`src/rtl/eae_arith_unit_pkg.sv`:
```
`default_nettype none
// ============================================================================
//  Module      : eae_arith_unit_pkg
//  Description : Operation codes and FSM state encodings shared by the
//                PDP-8/e EAE (mode A) arithmetic engine and its users.
//  Revision    : 1.0 - initial release
// ============================================================================
package eae_arith_unit_pkg;

    // EAE mode A operation codes
    localparam logic [2:0] OP_MUY = 3'd0;
    localparam logic [2:0] OP_DVI = 3'd1;
    localparam logic [2:0] OP_NMI = 3'd2;
    localparam logic [2:0] OP_SHL = 3'd3;
    localparam logic [2:0] OP_ASR = 3'd4;
    localparam logic [2:0] OP_LSR = 3'd5;

    // Sequencer states
    localparam logic [1:0] S_IDLE = 2'd0;
    localparam logic [1:0] S_RUN  = 2'd1;
    localparam logic [1:0] S_DONE = 2'd2;

endpackage
`default_nettype wire

```
`src/rtl/eae_divstep.sv`:
```
`default_nettype none
// ============================================================================
//  Module      : eae_divstep
//  Description : One combinational restoring-division step. {rem,MQ} is
//                shifted left one place and the divisor is subtracted from
//                the partial remainder when it fits. mq_nxt carries the
//                shifted MQ with a 0 in the vacated bit; the caller merges
//                qbit into that position.
//  Revision    : 1.0 - initial release
// ============================================================================
module eae_divstep #(
    parameter int WIDTH = 12
) (
    input  logic [WIDTH-1:0] rem,
    input  logic [WIDTH-1:0] mq,
    input  logic [WIDTH-1:0] div,
    output logic [WIDTH-1:0] rem_nxt,
    output logic [WIDTH-1:0] mq_nxt,
    output logic             qbit
);

    logic [WIDTH:0] w_shifted;

    // Shift, trial-compare against the divisor, and restore when it does not fit
    always_comb begin
        w_shifted = {rem, mq[WIDTH-1]};
        qbit      = (w_shifted >= {1'b0, div});
        rem_nxt   = qbit ? WIDTH'(w_shifted - {1'b0, div}) : w_shifted[WIDTH-1:0];
        mq_nxt    = {mq[WIDTH-2:0], 1'b0};
    end

endmodule
`default_nettype wire

```
`src/rtl/eae_arith_unit.sv`:
```
`default_nettype none
// ============================================================================
//  Module      : eae_arith_unit
//  Description : Iterative PDP-8/e EAE mode A engine (MUY, DVI, NMI, SHL,
//                ASR, LSR). Operands are captured on start, one step runs
//                per clock, and results are registered on the step that
//                finishes so they are valid in the single done cycle.
//  Revision    : 1.0 - initial release
// ============================================================================
module eae_arith_unit #(
    parameter int WIDTH = 12,
    parameter int SCW   = 5
) (
    input  logic             clk,
    input  logic             reset,
    input  logic             start,
    input  logic [2:0]       op,
    input  logic [WIDTH-1:0] ac_in,
    input  logic [WIDTH-1:0] mq_in,
    input  logic             link_in,
    input  logic [WIDTH-1:0] operand,
    output logic             busy,
    output logic             done,
    output logic [WIDTH-1:0] ac_out,
    output logic [WIDTH-1:0] mq_out,
    output logic             link_out,
    output logic [SCW-1:0]   sc_out
);
    import eae_arith_unit_pkg::*;

    // MUY and DVI both run exactly WIDTH steps
    localparam logic [SCW-1:0] c_LAST_STEP = SCW'(WIDTH - 1);

    // NMI stops when the top two AC bits differ or the whole {AC,MQ} is zero
    function automatic logic f_nmi_stop(input logic [WIDTH-1:0] ac,
                                        input logic [WIDTH-1:0] mq);
        return (ac[WIDTH-1] != ac[WIDTH-2]) || ((ac == '0) && (mq == '0));
    endfunction

    logic [1:0]       r_state;
    logic [2:0]       r_op;
    logic [WIDTH-1:0] r_div;
    logic [SCW-1:0]   r_lim;
    logic [WIDTH-1:0] r_ac;
    logic [WIDTH-1:0] r_mq;
    logic             r_l;
    logic [SCW-1:0]   r_cnt;
    logic [WIDTH-1:0] r_ac_out;
    logic [WIDTH-1:0] r_mq_out;
    logic             r_l_out;
    logic [SCW-1:0]   r_sc_out;

    logic [WIDTH-1:0] w_ac;
    logic [WIDTH-1:0] w_mq;
    logic             w_l;
    logic [SCW-1:0]   w_cnt;
    logic             w_fin;
    logic [WIDTH:0]   w_sum;
    logic [WIDTH-1:0] w_div_rem;
    logic [WIDTH-1:0] w_div_mq;
    logic             w_div_q;

    eae_divstep #(
        .WIDTH (WIDTH)
    ) u_divstep (
        .rem     (r_ac),
        .mq      (r_mq),
        .div     (r_div),
        .rem_nxt (w_div_rem),
        .mq_nxt  (w_div_mq),
        .qbit    (w_div_q)
    );

    // Next working values: operand capture in IDLE, one arithmetic step in RUN
    always_comb begin
        w_ac  = r_ac;
        w_mq  = r_mq;
        w_l   = r_l;
        w_cnt = r_cnt;
        w_fin = 1'b0;
        // Multiply step: conditional add of the multiplicand, carry kept for the shift
        w_sum = {1'b0, r_ac} + (r_mq[0] ? {1'b0, r_div} : {(WIDTH+1){1'b0}});
        case (r_state)
            S_IDLE: begin
                if (start) begin
                    w_ac  = ac_in;
                    w_mq  = mq_in;
                    w_l   = link_in;
                    w_cnt = '0;
                    case (op)
                        OP_MUY: w_l = 1'b0;
                        OP_DVI: begin
                            // Quotient would not fit: report overflow and leave AC/MQ alone
                            if (ac_in >= operand) begin
                                w_l   = 1'b1;
                                w_fin = 1'b1;
                            end else begin
                                w_l   = 1'b0;
                            end
                        end
                        OP_NMI: w_fin = f_nmi_stop(ac_in, mq_in);
                        OP_SHL: w_l   = link_in;
                        OP_ASR: w_l   = ac_in[WIDTH-1];
                        OP_LSR: w_l   = 1'b0;
                        default: w_fin = 1'b1;
                    endcase
                end
            end
            S_RUN: begin
                w_cnt = r_cnt + 1'b1;
                case (r_op)
                    OP_MUY: begin
                        w_ac  = w_sum[WIDTH:1];
                        w_mq  = {w_sum[0], r_mq[WIDTH-1:1]};
                        w_fin = (r_cnt == c_LAST_STEP);
                    end
                    OP_DVI: begin
                        w_ac  = w_div_rem;
                        w_mq  = w_div_mq | WIDTH'(w_div_q);
                        w_fin = (r_cnt == c_LAST_STEP);
                    end
                    OP_NMI: begin
                        w_ac  = {r_ac[WIDTH-2:0], r_mq[WIDTH-1]};
                        w_mq  = {r_mq[WIDTH-2:0], 1'b0};
                        w_fin = f_nmi_stop(w_ac, w_mq);
                    end
                    OP_SHL: begin
                        w_l   = r_ac[WIDTH-1];
                        w_ac  = {r_ac[WIDTH-2:0], r_mq[WIDTH-1]};
                        w_mq  = {r_mq[WIDTH-2:0], 1'b0};
                        w_fin = (r_cnt == r_lim);
                    end
                    OP_ASR: begin
                        w_ac  = {r_ac[WIDTH-1], r_ac[WIDTH-1:1]};
                        w_mq  = {r_ac[0], r_mq[WIDTH-1:1]};
                        w_fin = (r_cnt == r_lim);
                    end
                    OP_LSR: begin
                        w_ac  = {1'b0, r_ac[WIDTH-1:1]};
                        w_mq  = {r_ac[0], r_mq[WIDTH-1:1]};
                        w_fin = (r_cnt == r_lim);
                    end
                    default: w_fin = 1'b1;
                endcase
            end
            default: begin
                w_fin = 1'b0;
            end
        endcase
    end

    // Sequencer, working registers, and result capture on the finishing step
    always_ff @(posedge clk) begin
        if (reset) begin
            r_state  <= S_IDLE;
            r_op     <= OP_MUY;
            r_div    <= '0;
            r_lim    <= '0;
            r_ac     <= '0;
            r_mq     <= '0;
            r_l      <= 1'b0;
            r_cnt    <= '0;
            r_ac_out <= '0;
            r_mq_out <= '0;
            r_l_out  <= 1'b0;
            r_sc_out <= '0;
        end else begin
            r_ac  <= w_ac;
            r_mq  <= w_mq;
            r_l   <= w_l;
            r_cnt <= w_cnt;
            case (r_state)
                S_IDLE: begin
                    if (start) begin
                        r_op    <= op;
                        r_div   <= operand;
                        r_lim   <= operand[SCW-1:0];
                        r_state <= w_fin ? S_DONE : S_RUN;
                    end
                end
                S_RUN: begin
                    if (w_fin) begin
                        r_state <= S_DONE;
                    end
                end
                default: r_state <= S_IDLE;
            endcase
            if (w_fin) begin
                r_ac_out <= w_ac;
                r_mq_out <= w_mq;
                r_l_out  <= w_l;
                // Only NMI reports a step count; it equals the shifts performed
                r_sc_out <= ((r_state == S_RUN) && (r_op == OP_NMI)) ? w_cnt : '0;
            end
        end
    end

    assign busy     = (r_state == S_RUN);
    assign done     = (r_state == S_DONE);
    assign ac_out   = r_ac_out;
    assign mq_out   = r_mq_out;
    assign link_out = r_l_out;
    assign sc_out   = r_sc_out;

endmodule
`default_nettype wire

```
`config.mk`:
```
export PLATFORM = sky130hd
export DESIGN_NAME = eae_arith_unit
export DESIGN_NICKNAME = d
export VERILOG_FILES = /design/src/rtl/eae_arith_unit_pkg.sv /design/src/rtl/eae_divstep.sv /design/src/rtl/eae_arith_unit.sv
export SDC_FILE = /design/constraint.sdc
export NUM_CORES = 1
export LEC_CHECK = 0
export ABC_AREA = 1
export CORE_MARGIN = 2
export CORE_UTILIZATION = 45
export DETAILED_ROUTE_END_ITERATION = 16
export HOLD_SLACK_MARGIN = 0.02
export PLACE_DENSITY_LB_ADDON = 0.15
export SLEW_MARGIN = 0
export SYNTH_ARGS = -nofsm -noshare
export SYNTH_HDL_FRONTEND = slang
export SYNTH_HIERARCHICAL = 1
export SYNTH_SLANG_ARGS = --single-unit
```
`constraint.sdc`:
```
create_clock -name clk -period 3.24 [get_ports clk]
set_input_delay 0.486 -clock clk [delete_from_list [all_inputs] [get_ports clk]]
set_output_delay 0.486 -clock clk [all_outputs]
set_load 0.1 [all_outputs]
```
# Yosys cells after proc, flatten, opt, wreduce, memory -nomap -nowiden
# Cells that the tools add are included.
[totals] ff_bits=82 in_bits=43 output_inout_bits=32 elab_cells=80
[classes] addsub=3 magnitude_cmp=2 eq_ne=18 muxes=24 bitwise=1 reduce_logical=20
[ops] op="$pmux 12 s5" count=1
[ops] op="$mux 12" count=4
[ops] op="$pmux 12 s2" count=2
[ops] op="$pmux 12 s4" count=1
[ops] op="$logic_not 12->1" count=3
[ops] op="$add 12x12->13" count=1
[ops] op="$ge 13x12->1" count=1
[ops] op="$eq 3x2->1 const B" count=4
[ops] op="$eq 3x3->1 const B" count=4
[ops] op="$ge 12x12->1" count=1
[ops] op="$or 12x1->12" count=1
[ops] op="$sub 12x12->12" count=1
[ops] op="$logic_not 11->1" count=1
[ops] op="$mux 5" count=2
[ops] op="$pmux 5 s2" count=1
[ops] op="$pmux 1 s3" count=3
[ops] op="$reduce_or 2->1" count=4
[ops] op="$eq 3x1->1 const B" count=2
[ops] op="$logic_not 3->1" count=2
[ops] op="$mux 2" count=3
[ops] op="$add 5x1->5 const B" count=1
[ops] op="$eq 5x4->1 const B" count=1
[ops] op="$eq 5x5->1" count=1
[ops] op="$mux 1" count=4
[ops] op="13 further kinds" count=19

# Depth between registers and ports, before layout
# Gate-level depths: netlist of the first run.
[logic_depth] depth_word=9 depth_mapped=20 mapped_depth_nobuf=20

# By module
# The synthesis of the first run kept the hierarchy.
[by_module_without_submodules] mod="eae_arith_unit" n_inst=1 cells_each=857 area_each_um2=5243.8 seq_area_each_um2=1541.5
[by_module_without_submodules] mod="eae_divstep" n_inst=1 cells_each=196 area_each_um2=1108.6 seq_area_each_um2=0.0

# Worst setup path before layout of the first run
# No wires, ideal clock.
[synth_timing] path_type="flip-flop to output port" startpoint="register r_state[1]" endpoint="output port done" arrival_time_ns=2.159 required_time_ns=2.754 slack_ns=0.595 path_stages_with_launch=4 path_buffers=1 path_cell_list="dfxtp_1 > clkbuf_1 > clkinv_1 > nor2_1"
[synth_between] elab_chain_len=1
[synth_lines] item="start: declaration" line="eae_arith_unit.sv:40" source="logic [1:0] r_state;"
[synth_lines] item="start signal: assignment" line="eae_arith_unit.sv:178" source="r_state <= w_fin ? S_DONE : S_RUN;"
[synth_lines] item="$eq 2x2->1" line="eae_arith_unit.sv:199" source="assign done = (r_state == S_DONE);"
[synth_lines] item="end: declaration" line="eae_arith_unit.sv:23" source="output logic done,"
# No other way between the ends.

# Final worst setup path of the first run
[layout_timing] startpoint="register r_mq[0]" endpoint="register r_ac[7]"
[layout_between] elab_chain_len=4
[layout_lines] item="start: declaration" line="eae_arith_unit.sv:45" source="logic [WIDTH-1:0] r_mq;"
[layout_lines] item="start signal: assignment" line="eae_arith_unit.sv:169" source="r_mq <= w_mq;"
[layout_lines] item="$mux 12" line="eae_arith_unit.sv:82" source="w_sum = {1'b0, r_ac} + (r_mq[0] ? {1'b0, r_div} : {(WIDTH+1){1'b0}});"
[layout_lines] item="$add 12x12->13" line="eae_arith_unit.sv:82"
[layout_lines] item="$pmux 12 s5" line="eae_arith_unit.sv:111" source="case (r_op)"
[layout_lines] item="$pmux 12 s2" line="eae_arith_unit.sv:83" source="case (r_state)"
[layout_lines] item="end signal: assignment" line="eae_arith_unit.sv:168" source="r_ac <= w_ac;"
[layout_lines] item="end: declaration" line="eae_arith_unit.sv:44" source="logic [WIDTH-1:0] r_ac;"
# No other way between the ends.
# A chain may end at the register's enable or synchronous reset.

==> metrics.csv, run 1 <==
metric,value,unit
Clock Root Buffer,clkbuf_16,
Rel. slew slack,34.7,%
cts hold-fix bufs,0,
vias in the first global route,6423,
TritonCTS Buffers,9,
Die H,123,um
setup violators final,0,
die width,123,um
Final Hold Vio Count,0,
Synth Flop Type,dfxtp_1,
htree depth,3,
die area,15100,sq um
period utilization,87.4,%
Final nets,1203,
residual DRC count,0,
detailed-route wire length,20600,um
Lkg Pwr,3.76,nW
register area share after synthesis,24.3,%
flop and latch count out of synthesis,77,
syn_nets,1137,
synthesized area,6350,sq um
min cycle time layout,2830,ps
Fillers,1431,
via count,6871,
MaxCap Viol Count,0,
Layout Area Growth over Synthesis,18.8,%
clock skew,7.41,ps
status,completed,
"EDFF count, synth",0,
ANT nets after route,0,
"CTS clk-pin slew, worst paths",60,ps
Total Power,3.76,mW
worst skew pair latency,350,ps
share of cells above drive strength 1,7.03,%
critical path class,flip-flop to flip-flop,
Iteration-0 DRC Markers,676,
crit end category,flip-flop,
Worst EP required,3460,ps
Tightest Hold Check Type,flip-flop to flip-flop,
syn_area_per_cell,6.03,sq um
startpoint types,flip-flop,
1st-pass router iterations,5,
"commonest cells after routing, fill and taps aside","nand2_1 (306), inv_1 (151), nor2_1 (143)",
HPWL after DPL,16200,um
WP data arrival,3050,ps
worst vdd ir,304,uV
Setup Total Neg Slack,0,ps
library cells used by synthesis,48,
post-CTS setup buffers,0,
Async SR Flop Fraction,0,%
PortBufs,74,
WL/cell,15.8,um
Max Root-Sink Buffers,2,
initial antenna violation count,0,
Starting Density,45.9,%
Total Routing Usage GR,28.5,%
largest net degree at the start of global routing,44,
Layout Utilization,54.6,%
Syn. warnings,6,
Slew Limit Fails,0,
Routability Congestion,0.987,
unrepaired setup endpoints after global routing,no,
global-route wire length before repair,32900,um
FP Rows,43,
fmax,353,MHz
worst slew pin tran,977,ps
setup ws final,408,ps
Placed Instance Area,7270,sq um
Placed Cells,1288,
Hold WS,464,ps
dpl ws,441,ps
Post-CTS Resized,0,
"commonest non-fill, non-tap cell in the layout",nand2_1,
clock tree from TritonCTS,built,
hold depth,2,
Layout Cells excl Fill,1303,
n_diodes,0,
Mapped Cells,1053,
GRT Residual Overflow,0,
CTS Sinks,77,
post-route design area,7550,sq um
total core area,13800,sq um
power per cell area,498,nW/um^2
I/O pin total,75,
vias per cell,5.27,
reg2reg path depth,17,
CP max FO,15,
[path summary, 6_finish.rpt]
kind | from | endpoint | slack (ps)
worst max-delay path | r_mq[0] | r_ac[7] | 410
worst min-delay path | sc_out[2] | sc_out[2] | 460
worst max register to register | r_mq[0] | r_ac[7] | 410
worst min register to register | sc_out[2] | sc_out[2] | 460
[layer usage]
metal | up-vias | share of wire (%) | global-route usage, %
li1 | 3501 | - | -
met3 | 45 | 7.8 | 6.04
met4 | 0 | 3.0 | 11.6
met5 | - | 0 | 0
met1 | 3065 | 46 | 39.3
met2 | 260 | 43 | 43.1
[registers in the layout (all words and copies together), names as in the netlist, 3 cells and up]
name    count
r_cnt       5
mq_out     12
r_mq       12
r_ac       12
r_div      12
sc_out      5
ac_out     12
r_op        3
[cell type report]
| class | count | area (sq um) | area share [%] |
|---|---|---|---|
| Inverter | 160 | 601 | 7.96 |
| Timing Repair Buffer | 101 | 951 | 12.6 |
| Clock inverter | 5 | 35.0 | 0.464 |
| Clock buffer | 10 | 239 | 3.17 |
| Multi-Input combinational cell | 770 | 3950 | 52.4 |
| Tap cell | 180 | 225 | 2.98 |
| Sequential cell | 77 | 1540 | 20.4 |
[cell usage after synthesis (all sizes together) (15+ instances only)]
cell type / number / area [sq um]
a21oi: 60 / 315
a221oi: 15 / 131
buf: 26 / 181
clkbuf: 20 / 75.1
dfxtp: 77 / 1540
ha: 39 / 488
inv: 159 / 597
nand2: 315 / 1220
nand3: 68 / 383
nand4: 20 / 125
nor2: 147 / 567
o21ai: 41 / 216
[power breakdown]
group | internal (mW) | switching [mW] | total, mW | leakage (nW)
combinational | 0.535 | 1.14 | 1.68 | 3.00
sequential | 1.03 | 0.0842 | 1.12 | 0.632
clock | 0.537 | 0.425 | 0.961 | 0.135
[logic make-up (layout without fill, tap and decap cells)]
| logic type | count (synthesis) | count (layout) | share of synthesized area, % |
|---|---|---|---|
| fa+ha+maj | 41 | 41 | 8.31 |
| other cells | 1 | 1 | 0.0590 |
| flops | 77 | 77 | 24.3 |
| simple gates | 571 | 571 | 38.4 |
| buf+inv | 206 | 276 | 13.5 |
| xor+xnor | 6 | 6 | 0.827 |
| compound gates | 151 | 151 | 14.6 |
[worst max-delay path, stage by stage (launching register included)]
cell and delay, ps:
dfxtp_1 700, nand2_1 110, inv_1 70, ha_1 210
inv_1 70, fa_1 350, inv_1 120, nand2_1 80
nand3_1 140, nand3_1 120, nand2_1 110, nand2_1 60
nand3_1 100, nand2_1 70, nand2_1 70, nand3_1 120
o21ai_0 130, nor2_1 70
Power figures use the tool's default switching activity.
==> run 2: changes to the inputs <==
CAP_MARGIN = 20   (was default)
GPL_ROUTABILITY_DRIVEN = 0   (was default)
==> run 2 against run 1 <==
Utilization up 0.21 points. Clock-buffer cell count unchanged. Global-route usage down 1.3 points. Critical path type unchanged. Cell area up 0.38%. Total power up 3.8%. Sequential power about the same. Worst hold slack worse by 2.2 ps. Setup slack better by 40 ps.
==> metrics.csv, run 2 (synthesis gave the netlist of run 1 again) <==
metric,value,unit,change
Total Routing Usage GR,27.2,%,was 28.5%
MaxCap Viol Count,0,,unchanged
hold depth,2,,unchanged
largest net degree at the start of global routing,44,,unchanged
Worst EP required,3490,ps,was 3460 ps
"CTS clk-pin slew, worst paths",60,ps,about the same
worst vdd ir,422,uV,was 304 uV
Iteration-0 DRC Markers,664,,was 676
power per cell area,515,nW/um^2,was 498 nW/um^2
Rel. slew slack,34.4,%,was 34.7%
CTS Sinks,77,,unchanged
die width,123,um,unchanged
vias per cell,5.33,,was 5.27
vias in the first global route,6112,,"was 6,423"
Layout Area Growth over Synthesis,19.2,%,was 18.8%
Final Hold Vio Count,0,,unchanged
cts hold-fix bufs,0,,unchanged
setup violators final,0,,unchanged
global-route wire length before repair,31700,um,"was 32,900 um"
Tightest Hold Check Type,flip-flop to flip-flop,,unchanged
die area,15100,sq um,unchanged
status,completed,,unchanged
htree depth,3,,unchanged
via count,6949,,"was 6,871"
Lkg Pwr,3.77,nW,was 3.76 nW
reg2reg path depth,18,,was 17
Critical Path Stages,18,,was 17
CP max-delay cell,dfxtp_1,,unchanged
WL/cell,15.5,um,was 15.8 um
Final nets,1202,,"was 1,203"
CP max FO,19,,was 15
Layout Utilization,54.8,%,was 54.6%
HPWL after DPL,15800,um,"was 16,200 um"
period utilization,86.2,%,was 87.4%
WP data arrival,3040,ps,was 3050 ps
Post-CTS Resized,0,,unchanged
Setup Total Neg Slack,0,ps,unchanged
FP Rows,43,,unchanged
unrepaired setup endpoints after global routing,no,,unchanged
I/O pin total,75,,unchanged
post-route design area,7570,sq um,was 7550 sq um
post-CTS setup buffers,0,,unchanged
ANT nets after route,0,,unchanged
1st-pass router iterations,6,,was 5
Clock Root Buffer,clkbuf_16,,unchanged
GRT Residual Overflow,0,,unchanged
Starting Density,45.9,%,unchanged
critical path class,flip-flop to flip-flop,,unchanged
Placed Instance Area,7250,sq um,was 7270 sq um
worst slew pin tran,982,ps,was 977 ps
Critical path buffers and inverters,2,,was 3
n_diodes,0,,unchanged
CP dominant cell by count,nand2_1,,unchanged
clock skew,6.92,ps,was 7.41 ps
worst stage delay on the critical path,370,ps,was 700 ps
Slew Limit Fails,0,,unchanged
TritonCTS Buffers,9,,unchanged
clock tree from TritonCTS,built,,unchanged
residual DRC count,0,,unchanged
"commonest cells after routing, fill and taps aside","nand2_1 (306), inv_1 (151), nor2_1 (143)",,unchanged
CP Cell Sequence,inv_1 -> ha_1 -> nand2_2 -> inv_1 -> nand2_1 -> nand2_2 -> a21oi_4 -> nand3_4 -> nand2_1 -> o21ai_2 -> a211oi_1 -> nand2_1 -> nand2_1 -> nand2_1 -> nand2_1 -> nand2_1 -> nand2_1 -> nor2_1,,was nand2_1 -> inv_1 -> ha_1 -> inv_1 -> fa_1 -> inv_1 -> nand2_1 -> nand3_1 -> nand3_1 -> nand2_1 -> nand2_1 -> nand3_1 -> nand2_1 -> nand2_1 -> nand3_1 -> o21ai_0 -> nor2_1
startpoint types,flip-flop,,unchanged
Max Root-Sink Buffers,2,,unchanged
"commonest non-fill, non-tap cell in the layout",nand2_1,,unchanged
crit-path leading delay family,simple AND/OR/NAND/NOR gates,,unchanged
detailed-route wire length,20200,um,"was 20,600 um"
Die H,123,um,unchanged
crit end category,flip-flop,,unchanged
fmax,358,MHz,was 353 MHz
total core area,13800,sq um,unchanged
min cycle time layout,2790,ps,was 2830 ps
share of cells above drive strength 1,6.95,%,was 7.03%
initial antenna violation count,0,,unchanged
PortBufs,74,,unchanged
worst skew pair latency,350,ps,about the same
==> run 2: cell types whose count changed in the layout (fill, tap and decap cells not counted), sizes merged <==
cell	delta
buf	-1
bufinv	+2
clkinv	-2
inv	+1
==> run 2: area by class of cell <==
| class | instances | area [sq um] |
|---|---|---|
| fillers | 1386 | 6250 |
| flip-flops and latches | 77 | 1540 |
| well taps | 180 | 225 |
| multi-input cells | 770 | 3950 |
| inverters | 160 | 601 |
| clock inverters | 6 | 93.8 |
| clock buffers | 10 | 229 |
| repair buffers | 100 | 931 |
==> run 2: worst register-to-register path, cell delays in order (launching register included) <==
cell and delay, ps:
dfxtp_1 370, inv_1 60, ha_1 360, nand2_2 150, inv_1 50, nand2_1 80
nand2_2 70, a21oi_4 250, nand3_4 270, nand2_1 170, o21ai_2 70, a211oi_1 240
nand2_1 100, nand2_1 70, nand2_1 50, nand2_1 140, nand2_1 70, nand2_1 70
nor2_1 30
==> run 2: power breakdown <==
| part | switching (mW) | total, mW | internal (mW) |
|---|---|---|---|
| sequential | 0.0809 | 1.12 | 1.03 |
| combinational | 1.13 | 1.66 | 0.530 |
| clock | 0.440 | 1.12 | 0.682 |
==> run 2: stage by stage <==
stage	cells	setup slack, ps	hold slack, ps	total power, mW
6_report	1303	448	462	3.90
5_1_grt	1303	160	492	4.11
4_1_cts	1303	510	465	3.89
3_5_place_dp	1287	453	457	2.77
3_3_place_gp	1287	501	453	2.76
2_1_floorplan	1053	595	473	2.35
==> run 2: worst paths after layout <==
path | slack, ps | start | endpoint
worst max register to register | 450 | r_div[8] | ac_out[5]
worst min-delay path | 460 | sc_out[0] | sc_out[0]
worst max-delay path | 450 | r_div[8] | ac_out[5]
worst min register to register | 460 | sc_out[0] | sc_out[0]
==> run 2: layer usage <==
metal  vias up  wire length [um]  global-route usage (%)
li1       3500                 -                       -
met1      3134              9250                    38.3
met2       276              8620                    41.2
met3        39              1810                    4.97
met4         0               541                    10.5
met5         -                 0                       0
==> run 3: changes to the inputs <==
CORE_ASPECT_RATIO = 0.8   (was default)
clock period = 3.3 ns   (was 3.24 ns; I/O delays follow)
==> run 3 against run 2 <==
Sequential share of layout area rose by 0.18 points. Utilization barely moved. Combinational power fell by 2%. Non-clock buffer count fell by 8. Cell count fell by 0.61%. Setup slack got worse by 49 ps. Worst hold slack improved by 1.8 ps. Critical endpoint is now ac_out[7]. Largest power group unchanged.
==> metrics.csv, run 3 (synthesis gave the netlist of run 1 again) <==
metric,value,unit,change
Setup Total Neg Slack,0,ps,unchanged
clock skew,6.61,ps,was 6.92 ps
worst stage delay on the critical path,500,ps,was 370 ps
Total Routing Usage GR,27.6,%,was 27.2%
met3 Usage GRT,5.17,%,was 4.97%
Comb power frac,43.4,%,was 42.7%
internal reg-to-reg setup slack,400,ps,was 450 ps
Int Pwr,2.14,mW,was 2.25 mW
NetSw,1.60,mW,was 1.66 mW
residual DRC count,0,,unchanged
reg-to-reg critical path startpoint,r_ac[6],,was r_div[8]
WP data arrival,3130,ps,was 3040 ps
FP Rows,38,,was 43
"CTS clk-pin slew, worst paths",60,ps,about the same
period utilization,87.9,%,was 86.2%
"commonest non-fill, non-tap cell in the layout",nand2_1,,unchanged
via count,6882,,"was 6,949"
post-CTS setup buffers,0,,unchanged
total core area,13700,sq um,"was 13,800 sq um"
detailed-route wire length,20100,um,"was 20,200 um"
routing usage on met2,40.6,%,was 41.2%
die area,15100,sq um,about the same
min cycle time layout,2900,ps,was 2790 ps
Fillers,1421,,"was 1,386"
CTS Sinks,77,,unchanged
Starting Density,46.4,%,was 45.9%
vias in the first global route,6199,,"was 6,112"
Switching Share,42.9,%,was 42.4%
die width,137,um,was 123 um
Slew Limit Fails,0,,unchanged
critical path class,flip-flop to flip-flop,,unchanged
Tightest Hold Check Type,flip-flop to flip-flop,,unchanged
Iteration-0 DRC Markers,693,,was 664
Final Hold Vio Count,0,,unchanged
Reg power frac,29.6,%,was 28.6%
Placed Cells,1279,,"was 1,287"
Die H,110,um,was 123 um
GRT Residual Overflow,0,,unchanged
"commonest cells after routing, fill and taps aside","nand2_1 (306), inv_1 (151), nor2_1 (143)",,unchanged
Layout Area Growth over Synthesis,18.2,%,was 19.2%
worst skew pair latency,340,ps,was 350 ps
Final nets,1194,,"was 1,202"
HPWL after DPL,15800,um,about the same
Rel. slew slack,32.9,%,was 34.4%
reg2reg path depth,15,,was 18
Clock Root Buffer,clkbuf_16,,unchanged
unrepaired setup endpoints after global routing,no,,unchanged
Worst EP required,3530,ps,was 3490 ps
hold depth,2,,unchanged
n_diodes,0,,unchanged
MaxCap Viol Count,0,,unchanged
cts hold-fix bufs,0,,unchanged
initial antenna violation count,0,,unchanged
reg-to-reg endpoint,ac_out[7],,was ac_out[5]
I/O pin total,75,,unchanged
crit end category,flip-flop,,unchanged
share of cells above drive strength 1,6.28,%,was 6.95%
vias per cell,5.31,,was 5.33
worst slew pin tran,1000,ps,was 982 ps
hold endpoint,sc_out[2],,was sc_out[0]
hold_sp,sc_out[2],,was sc_out[0]
Post-CTS Resized,0,,unchanged
PortBufs,74,,unchanged
clock tree from TritonCTS,built,,unchanged
CP Cell Sequence,ha_1 -> nand2_2 -> inv_1 -> nand2_1 -> nand2_2 -> a21oi_4 -> nand3_4 -> nand2_1 -> nand2_1 -> a221oi_1 -> nand2_1 -> nand2_1 -> nand3_1 -> nor2_1 -> nor2_1,,was inv_1 -> ha_1 -> nand2_2 -> inv_1 -> nand2_1 -> nand2_2 -> a21oi_4 -> nand3_4 -> nand2_1 -> o21ai_2 -> a211oi_1 -> nand2_1 -> nand2_1 -> nand2_1 -> nand2_1 -> nand2_1 -> nand2_1 -> nor2_1
Lkg Pwr,3.73,nW,was 3.77 nW
status,completed,,unchanged
Layout Cells excl Fill,1295,,"was 1,303"
setup violators final,0,,unchanged
global-route wire length before repair,32100,um,"was 31,700 um"
fmax,345,MHz,was 358 MHz
startpoint types,flip-flop,,unchanged
largest net degree at the start of global routing,44,,unchanged
Clk network pwr share,27.0,%,was 28.8%
CP max-delay cell,dfxtp_1,,unchanged
WL/cell,15.5,um,about the same
Max Root-Sink Buffers,2,,unchanged
htree depth,3,,unchanged
TritonCTS Buffers,9,,unchanged
worst vdd ir,328,uV,was 422 uV
1st-pass router iterations,5,,was 6
CP max FO,19,,unchanged
CP dominant cell by count,nand2_1,,unchanged
ANT nets after route,0,,unchanged
GR Util met1,41.5,%,was 38.3%
GR peak layer,met1,,was met2
power per cell area,498,nW/um^2,was 515 nW/um^2
==> run 3: area by class of cell <==
cell class	instances	area (sq um)	area share, %
multi-input combinational	770	3950	52.7
sequential	77	1540	20.5
timing repair buffer	92	883	11.8
inverter	160	601	8.00
clock buffer	11	243	3.23
tap	180	225	3.00
clock inverter	5	60.1	0.800
==> run 3: worst max-delay path: cells and delay by family (launching register included) <==
kind            cells  cell delay [ps]
flops               1              500
simple gates       11             1360
fa+ha+maj           1              350
buf+inv             1               50
compound gates      2              550
==> run 3: how the worst max path moves through the flow <==
stage / endpoint / cells after the start / from / slack, ps
floorplan: done / 3 / r_state[1] / 650
global placement: ac_out[7] / 16 / r_div[6] / 510
detailed placement: ac_out[7] / 15 / r_ac[6] / 460
CTS: ac_out[7] / 15 / r_ac[6] / 440
global route: ac_out[3] / 19 / r_ac[6] / 130
finish: ac_out[7] / 15 / r_ac[6] / 400
==> run 3: metal layers <==
metal	wire (um)	part of all wire [%]	vias up
li1	-	-	3469
met5	0	0	-
met1	9670	48	3078
met3	1980	9.9	22
met4	261	1.3	0
met2	8190	41	313
==> run 3: stage by stage <==
stage	worst slack, ps	instance area, sq um	utilization [%]	hold WS [ps]	total power, mW
after floorplan	646	6350	-	473	2.31
after global placement	507	7200	52.6	457	2.71
after detailed placement	456	7200	52.6	459	2.71
after CTS	438	7510	54.8	468	3.72
after global routing	126	7510	54.8	490	3.97
final	400	7510	54.8	464	3.74
==> run 3: power groups by stage <==
stage               combinational, mW  sequential, mW  clock [mW]
floorplan                       0.990            1.32           0
global placement                 1.58            1.12           0
detailed placement               1.59            1.12           0
CTS                              1.60            1.10        1.02
global route                     1.79            1.11        1.07
finish                           1.62            1.11        1.01
